--- src/rtl/alu_operand_stage.sv ---
`default_nettype none
// ============================================================================
// Module   : alu_operand_stage
// Purpose  : Decode/operand stage feeding the ALU. Decodes one instruction per
//            cycle into an ALU function select and two operands, resolving
//            register operands with forwarding from the ALU output and the
//            writeback port. The result is held in an output register (OR)
//            backed by a one-entry skid buffer (SK), so in_ready is a pure
//            register output.
// Ports    : clk, reset                  - clock, synchronous active-high reset
//            in_valid/in_ready/instr     - upstream instruction handshake
//            rs1_data, rs2_data          - register-file read data
//            wb_en, wb_reg, wb_data      - writeback forwarding source
//            alu_result                  - ALU output forwarding source
//            flush                       - discard all held instructions
//            out_valid/out_ready         - downstream handshake
//            alu_sel, alu_a, alu_b       - decoded ALU controls/operands
//            out_rd, out_wr_en, out_illegal - destination / status
// Revision : 1.0 - initial release
// ============================================================================
module alu_operand_stage #(
    parameter int DBITS    = 32,
    parameter int REG_BITS = 4,
    parameter int IMM_BITS = 16
) (
    input  logic                clk,
    input  logic                reset,
    input  logic                in_valid,
    output logic                in_ready,
    input  logic [31:0]         instr,
    input  logic [DBITS-1:0]    rs1_data,
    input  logic [DBITS-1:0]    rs2_data,
    input  logic                wb_en,
    input  logic [REG_BITS-1:0] wb_reg,
    input  logic [DBITS-1:0]    wb_data,
    input  logic [DBITS-1:0]    alu_result,
    input  logic                flush,
    output logic                out_valid,
    input  logic                out_ready,
    output logic [4:0]          alu_sel,
    output logic [DBITS-1:0]    alu_a,
    output logic [DBITS-1:0]    alu_b,
    output logic [REG_BITS-1:0] out_rd,
    output logic                out_wr_en,
    output logic                out_illegal
);

    // Opcode classes
    localparam logic [3:0] c_OP_ALU_R = 4'h0;
    localparam logic [3:0] c_OP_ALU_I = 4'h8;
    localparam logic [3:0] c_OP_CMP_R = 4'h2;
    localparam logic [3:0] c_OP_CMP_I = 4'hA;

    // Occupancy states, encoded as {sk_valid, or_valid}
    localparam logic [1:0] c_ST_EMPTY = 2'b00;
    localparam logic [1:0] c_ST_ONE   = 2'b01;
    localparam logic [1:0] c_ST_FULL  = 2'b11;

    typedef struct packed {
        logic [4:0]          sel;
        logic [DBITS-1:0]    a;
        logic [DBITS-1:0]    b;
        logic [REG_BITS-1:0] rd;
        logic                wr_en;
        logic                illegal;
    } entry_t;

    entry_t r_or;
    entry_t r_sk;
    logic   r_or_valid;
    logic   r_sk_valid;
    logic   r_in_ready;

    entry_t              w_new;
    logic [3:0]          w_op;
    logic [3:0]          w_fn;
    logic [REG_BITS-1:0] w_rs1;
    logic [REG_BITS-1:0] w_rs2;
    logic [DBITS-1:0]    w_fwd1;
    logic [DBITS-1:0]    w_fwd2;
    logic [DBITS-1:0]    w_imm;
    logic                w_or_fwd_ok;

    logic [1:0] w_state;
    logic       w_accept;
    logic       w_drain;
    logic       w_or_load;
    logic       w_or_from_sk;
    logic       w_sk_load;
    logic       w_or_valid_nxt;
    logic       w_sk_valid_nxt;
    logic       w_in_ready_nxt;

    // ------------------------------------------------------------------------
    // Decode and operand resolution
    // ------------------------------------------------------------------------
    assign w_op  = instr[31:28];
    assign w_fn  = instr[27:24];
    assign w_rs1 = REG_BITS'(instr[19:16]);
    assign w_rs2 = REG_BITS'(instr[15:12]);
    assign w_imm = {{(DBITS-IMM_BITS){instr[IMM_BITS-1]}}, instr[IMM_BITS-1:0]};

    // The instruction in OR is the youngest producer; its result is on
    // alu_result this cycle, so it beats the older writeback.
    assign w_or_fwd_ok = r_or_valid && r_or.wr_en;

    always_comb begin
        w_fwd1 = rs1_data;
        if (w_or_fwd_ok && (r_or.rd == w_rs1)) begin
            w_fwd1 = alu_result;
        end else if (wb_en && (wb_reg == w_rs1)) begin
            w_fwd1 = wb_data;
        end
    end

    always_comb begin
        w_fwd2 = rs2_data;
        if (w_or_fwd_ok && (r_or.rd == w_rs2)) begin
            w_fwd2 = alu_result;
        end else if (wb_en && (wb_reg == w_rs2)) begin
            w_fwd2 = wb_data;
        end
    end

    always_comb begin
        w_new         = '0;
        w_new.rd      = REG_BITS'(instr[23:20]);
        case (w_op)
            c_OP_ALU_R: begin
                w_new.sel   = {1'b0, w_fn};
                w_new.a     = w_fwd1;
                w_new.b     = w_fwd2;
                w_new.wr_en = 1'b1;
            end
            c_OP_ALU_I: begin
                w_new.sel   = {1'b0, w_fn};
                w_new.a     = w_fwd1;
                w_new.b     = w_imm;
                w_new.wr_en = 1'b1;
            end
            c_OP_CMP_R: begin
                w_new.sel   = {1'b1, w_fn};
                w_new.a     = w_fwd1;
                w_new.b     = w_fwd2;
                w_new.wr_en = 1'b1;
            end
            c_OP_CMP_I: begin
                w_new.sel   = {1'b1, w_fn};
                w_new.a     = w_fwd1;
                w_new.b     = w_imm;
                w_new.wr_en = 1'b1;
            end
            default: begin
                // Unknown opcode still flows down the pipe, marked illegal
                w_new.illegal = 1'b1;
            end
        endcase
    end

    // ------------------------------------------------------------------------
    // Occupancy control (OR + SK)
    // ------------------------------------------------------------------------
    assign w_state  = {r_sk_valid, r_or_valid};
    assign w_accept = in_valid && r_in_ready;
    assign w_drain  = r_or_valid && out_ready;

    always_comb begin
        w_or_load      = 1'b0;
        w_or_from_sk   = 1'b0;
        w_sk_load      = 1'b0;
        w_or_valid_nxt = r_or_valid;
        w_sk_valid_nxt = r_sk_valid;
        case (w_state)
            c_ST_EMPTY: begin
                if (w_accept) begin
                    w_or_load      = 1'b1;
                    w_or_valid_nxt = 1'b1;
                end
            end
            c_ST_ONE: begin
                if (w_accept && w_drain) begin
                    w_or_load = 1'b1;
                end else if (w_accept) begin
                    w_sk_load      = 1'b1;
                    w_sk_valid_nxt = 1'b1;
                end else if (w_drain) begin
                    w_or_valid_nxt = 1'b0;
                end
            end
            c_ST_FULL: begin
                // in_ready is low here, so only a drain can happen
                if (w_drain) begin
                    w_or_from_sk   = 1'b1;
                    w_sk_valid_nxt = 1'b0;
                end
            end
            default: begin
                // SK valid without OR valid is unreachable; recover to empty
                w_or_valid_nxt = 1'b0;
                w_sk_valid_nxt = 1'b0;
            end
        endcase
        if (flush) begin
            w_or_load      = 1'b0;
            w_or_from_sk   = 1'b0;
            w_sk_load      = 1'b0;
            w_or_valid_nxt = 1'b0;
            w_sk_valid_nxt = 1'b0;
        end
    end

    // Registered ready: derived from the next occupancy, never from out_ready
    // combinationally at the output.
    assign w_in_ready_nxt = !(w_or_valid_nxt && w_sk_valid_nxt);

    always_ff @(posedge clk) begin
        if (reset) begin
            r_or_valid <= 1'b0;
            r_sk_valid <= 1'b0;
            r_in_ready <= 1'b1;
            r_or       <= '0;
            r_sk       <= '0;
        end else begin
            r_or_valid <= w_or_valid_nxt;
            r_sk_valid <= w_sk_valid_nxt;
            r_in_ready <= w_in_ready_nxt;
            if (w_or_load) begin
                r_or <= w_new;
            end else if (w_or_from_sk) begin
                r_or <= r_sk;
            end
            if (w_sk_load) begin
                r_sk <= w_new;
            end
        end
    end

    assign in_ready    = r_in_ready;
    assign out_valid   = r_or_valid;
    assign alu_sel     = r_or.sel;
    assign alu_a       = r_or.a;
    assign alu_b       = r_or.b;
    assign out_rd      = r_or.rd;
    assign out_wr_en   = r_or.wr_en;
    assign out_illegal = r_or.illegal;

endmodule
`default_nettype wire

--- config.mk ---
export PLATFORM = sky130hd
export DESIGN_NAME = alu_operand_stage
export DESIGN_NICKNAME = d
export VERILOG_FILES = /design/src/rtl/alu_operand_stage.sv
export SDC_FILE = /design/constraint.sdc
export NUM_CORES = 1
export LEC_CHECK = 0
export BUFFER_PORTS_ARGS = -buffer_cell sky130_fd_sc_hd__buf_2
export CAP_MARGIN = 5
export CORE_ASPECT_RATIO = 1.5
export CORE_MARGIN = 5
export CORE_UTILIZATION = 35
export DETAILED_ROUTE_END_ITERATION = 8
export GPL_ROUTABILITY_DRIVEN = 0
export PLACE_DENSITY = 0.7
export SETUP_SLACK_MARGIN = 0.02
export SYNTH_ARGS = -nofsm -noshare
export SYNTH_HDL_FRONTEND = slang
export SYNTH_SLANG_ARGS = --single-unit
--- constraint.sdc ---
create_clock -name clk -period 1.7 [get_ports clk]
set_input_delay 0.34 -clock clk [delete_from_list [all_inputs] [get_ports clk]]
set_output_delay 0.34 -clock clk [all_outputs]
set_load 0.02 [all_outputs]
== Yosys cells after proc, flatten, opt, wreduce, memory -nomap -nowiden ==
Cells that the tools add are included.

* Bits in registers: 153
* Input port bits: 170
* Output and inout bits: 77
* Word-level logic and storage cells: 68

* Equality and inequality tests: 9
* Multiplexer cells: 30
* Reductions and logical operators: 14

{| class="wikitable"
|+ Operators by type and width
! kind !! count
|-
| case mux 69 bit (4 select lines) || 1
|-
| two-way mux 75 bit || 2
|-
| two-way mux 32 bit || 4
|-
| two-way mux 1 bit || 20
|-
| equality test 4 bit || 4
|-
| logical AND 1 bit || 9
|-
| equality test 4 bit (second input constant) || 2
|-
| case mux 1 bit (3 select lines) || 2
|-
| equality test 4 x 2 -> 1 bit (second input constant) || 1
|-
| logical NOT 4 bit || 1
|-
| OR reduction 4 bit || 1
|-
| equality test 2 x 1 -> 1 bit (second input constant) || 1
|-
| equality test 2 bit (second input constant) || 1
|-
| logical NOT 2 bit || 1
|-
| case mux 1 bit (2 select lines) || 1
|-
| nonzero test 2 bit || 1
|-
| logical NOT 1 bit || 1
|}

== Longest topological paths before layout ==
* Depth after elaboration: 8
* Gate-level depth with buffers: 8
* Mapped depth without buffers: 5

== Worst setup path after synthesis ==
No wires, ideal clock.

* Path type: register -> register
* Start point: register r_or, in the netlist out_rd[0]
* End point: register r_or, in the netlist alu_b[13]
* Setup time: 117 ps
* Arrival: 1792 ps
* Path slack: -210 ps
* Cell stages (with the launch flop): 8
* Period minus slack after synthesis: 1910 ps
* Cell sequence: dfxtp_1 > xnor2_1 > nand3_1 > or2_1 > buf_6 > buf_4 > o21a_1 > a32o_1

* Cells in the longest elaborated chain, start to end: 5

{| class="wikitable"
|+ Ends and longest elaborated chain
! element !! line !! RTL
|-
| from (decl) || 68 || <nowiki>entry_t r_or;</nowiki>
|-
| from (signal assigned) || 228 || <nowiki>r_or <= w_new;</nowiki>
|-
| from (signal assigned) || 230 || <nowiki>r_or <= r_sk;</nowiki>
|-
| equality test 4 bit || 118 || <nowiki>if (w_or_fwd_ok && (r_or.rd == w_rs2)) begin</nowiki>
|-
| logical AND 1 bit || 118 ||
|-
| two-way mux 32 bit || 118 ||
|-
| case mux 69 bit (4 select lines) || 128 || <nowiki>case (w_op)</nowiki>
|-
| two-way mux 75 bit || 227 || <nowiki>if (w_or_load) begin</nowiki>
|}

No other way between the ends.
A chain may end at the register's enable or synchronous reset.

== Worst setup path in the final report ==
* Start point: register r_or_valid, in the netlist out_valid
* End point: register r_sk[69] (netlist name)

* Cells in the longest elaborated chain, start to end: 5
* Elaborated cells between the ends (all ways): 10
* Those cells by class: 1 x eq/ne; 5 x mux; 4 x reduce/logical

{| class="wikitable"
|+ Ends and longest elaborated chain
! element !! line !! RTL
|-
| from (decl) || 70 || <nowiki>logic r_or_valid;</nowiki>
|-
| from (signal assigned) || 224 || <nowiki>r_or_valid <= w_or_valid_nxt;</nowiki>
|-
| logical AND 1 bit || 165 || <nowiki>assign w_drain = r_or_valid && out_ready;</nowiki>
|-
| logical AND 1 bit || 181 || <nowiki>if (w_accept && w_drain) begin</nowiki>
|-
| two-way mux 1 bit || 181 ||
|-
| two-way mux 1 bit || 173 || <nowiki>case (w_state)</nowiki>
|-
| two-way mux 1 bit || 203 || <nowiki>if (flush) begin</nowiki>
|-
| to (signal assigned) || 233 || <nowiki>r_sk <= w_new;</nowiki>
|-
| to (decl) || 69 || <nowiki>entry_t r_sk;</nowiki>
|}

Parallel ways exist; a longest one is shown, timed or not.

==> impl_results.md <==
* GRT Residual Overflow at 0
* Setup crit start: out_valid
* Vias at 10299
* Synthesized Nets at 1169
* Worst reg2reg path startpoint: out_valid
* Worst setup path class: flop to flop
* Initial DRC count at 944
* Reg2reg setup slack at -0.18 ns
* Crit path DAT at 2.21 ns
* Post-synth top area share at 37.4%
* H-tree depth at 4
* Initial Util at 35.5%
* Final cycle utilization of the critical path at 111%
* Post-placement setup slack at -0.390 ns
* CP Capture Type: flop
* Sum Neg Setup Slack at -4.72 ns
* ANT nets after route at 0
* Max-slew headroom at 60.7%
* CTS Buf Count at 17
* I/O pin count at 247
* GR Layer Usage met3 at 5.84%
* Syn Area/Cell at 8.19 um2
* Initial antenna violation count at 11
* Synth cell types at 60
* Hold_sp: instr[20]
* Die width at 135 um
* Synth top cells by count: 153 x dfxtp_1, 148 x nand2_1, 85 x a21oi_1
* Post-synthesis sequential area ratio at 37.4%
* Yosys reg bits at 153
* CTS root buf: clkbuf_16
* First-pass GRT wire length at 55100 um
* Final wirelength at 40600 um
* CTS max path bufs at 2
* DRT Pass-1 Iters at 5
* Critical-path maximum fanout at 8
* Tot GR Track Use at 26.4%
* Crit path launch type: flop
* Mapped Cells at 999
* Nets at 1512
* Hold Path Class: input pin to flop
* Crit path time final at 1.88 ns
* Clock sinks at 153
* Die Ht at 197 um
* Power per cell area at 694 nW/um2
* Peak supply drop at 0.657 mV
* Top post-synthesis cells by area: dfxtp_1 37%, nand2_1 6.8%, a21oi_1 5.2%
* Top FF cell, synth: dfxtp_1
* Clock skew at 0.0111 ns
* Drt wl/cell at 24.2 um
* Most frequent cell after synthesis: dfxtp_1
* Hold Vio Cnt, Final at 0
* Drc violations at 0
* Overall power at 9.84 mW
* Worst-Skew Late Latency at 0.44 ns
* Placed inst area at 11100 um2
* Slew @ Worst Pin at 0.587 ns
* Die ar. at 26600 um2
* Ys Warns at 0
* Vias in the first global route at 9821
* Status: finished with violations
* Layout cells sized above 1 at 53.7%
* Share of flip-flops with an asynchronous set or reset at 0%
* Max Freq at 0.531 GHz
* GRT Max-Usage Layer: met2
* Leak Pwr at 5.60 nW
* DR vias/cell at 6.13
* Final setup fails at 114
* CORE AREA at 23100 um2
* Synth-to-Final Area Change at 73.2%
* IO Port Bufs at 246
* Finished Cell Area at 14200 um2
* Final HPWL DP at 25400 um
* Required time of the critical path at 2.03 ns
* CTS tree: yes
* Largest net degree at the start of global routing at 59
* Mapped cell area at 8180 um2
* Failing checks: negative setup slack
* Max Cap Violations at 0
* RSZ-0062 raised after global routing: true
* WHS at 0.153 ns
* Post-synth EDFFs at 0
* Cell taking the most area after synthesis: dfxtp_1
* Final std cells w/o fill at 1679
* Final core utilization at 61.5%
* Cell row count at 68
* Met2 Usage GRT at 42.5%
* Clock-pin transition on the worst setup and hold timing paths at 0.07 ns
* Grt met1 use at 31.9%
* Max-slew violations at 0
* Cell total after placement at 1593
* Setup WS post-layout at -0.182 ns
path summary, 6_finish.rpt:
check,to,depth (start not counted)
worst max-delay path,r_sk[69],8
worst min register to register,r_sk[3],2
worst max register to register,r_sk[69],8
worst min-delay path,r_sk[2],3
per-layer routing:
metal,wire length [um],vias up
met1,14700,4942
met5,7,-
met2,19600,687
met3,3290,193
li1,-,4475
met4,2970,2
cell usage in the layout (no fill, tap or decap), types with 11 or more instances in the layout:
master     count
o21bai_1      11
o21ai_0       25
o22ai_1       13
o221ai_2      36
buf_12        35
a21oi_1       59
clkbuf_16     29
dfxtp_1      146
nand2_2       14
nand2_1      131
buf_2        245
buf_6         27
o21ai_1       16
nor2b_1       31
mux2i_1       15
a221oi_2      36
a21oi_2       20
and2_1        17
o41ai_2       19
o31ai_4       24
a21boi_0      15
nor2_1        52
buf_4         90
and3_1        14
final cells by class:
cell class	count	area, um2
Tap cell	315	394
Fill cell	1803	8880
Sequential cell	153	3080
Clock buffer	23	488
Antenna cell	10	25.0
Clock inverter	8	95.1
Inverter	2	7.51
Multi-Input combinational cell	745	6570
Timing Repair Buffer	423	3520
report_power, final:
group / internal, mW / total (mW) / switching [mW] / leakage, nW
registers: 3.70 / 3.78 / 0.0821 / 1.25
logic: 0.960 / 2.17 / 1.21 / 4.07
clock network: 2.30 / 3.88 / 1.58 / 0.285
total: 6.96 / 9.84 / 2.88 / 5.60
sequential cells by signal, indices dropped and copies added (netlist names):
name and count:
alu_a 32, alu_b 32, alu_sel 5, in_ready 1, out_illegal 1, out_rd 4
out_valid 1, out_wr_en 1, r_sk 75, r_sk_valid 1
critical path: stages (launching register included):
cell,delay [ns]
dfxtp_4,0.36
buf_6,0.10
nand2b_4,0.06
buf_6,0.12
nor4_4,0.22
buf_4,0.19
nand3_4,0.17
clkbuf_16,0.27
o31ai_1,0.28
timing repair:
| action | CTS | global route |
|---|---|---|
| hold buffers | 0 | 0 |
| gates cloned | 8 | 13 |
| setup endpoints to repair | 139 | 140 |
| setup buffers | 21 | 6 |
| gates resized for setup | 121 | 196 |
| pin swaps | 24 | 85 |
logic make-up after synthesis:
kind of cell | share of synthesized area [%]
AOI/OAI and AO/OA | 34.8
xor gates and xnor gates | 1.71
buffers and inverters | 5.64
DFF | 37.4
muxes | 1.83
and+or+nand+nor | 18.6
No activity file was read; power rests on OpenSTA's default activity.
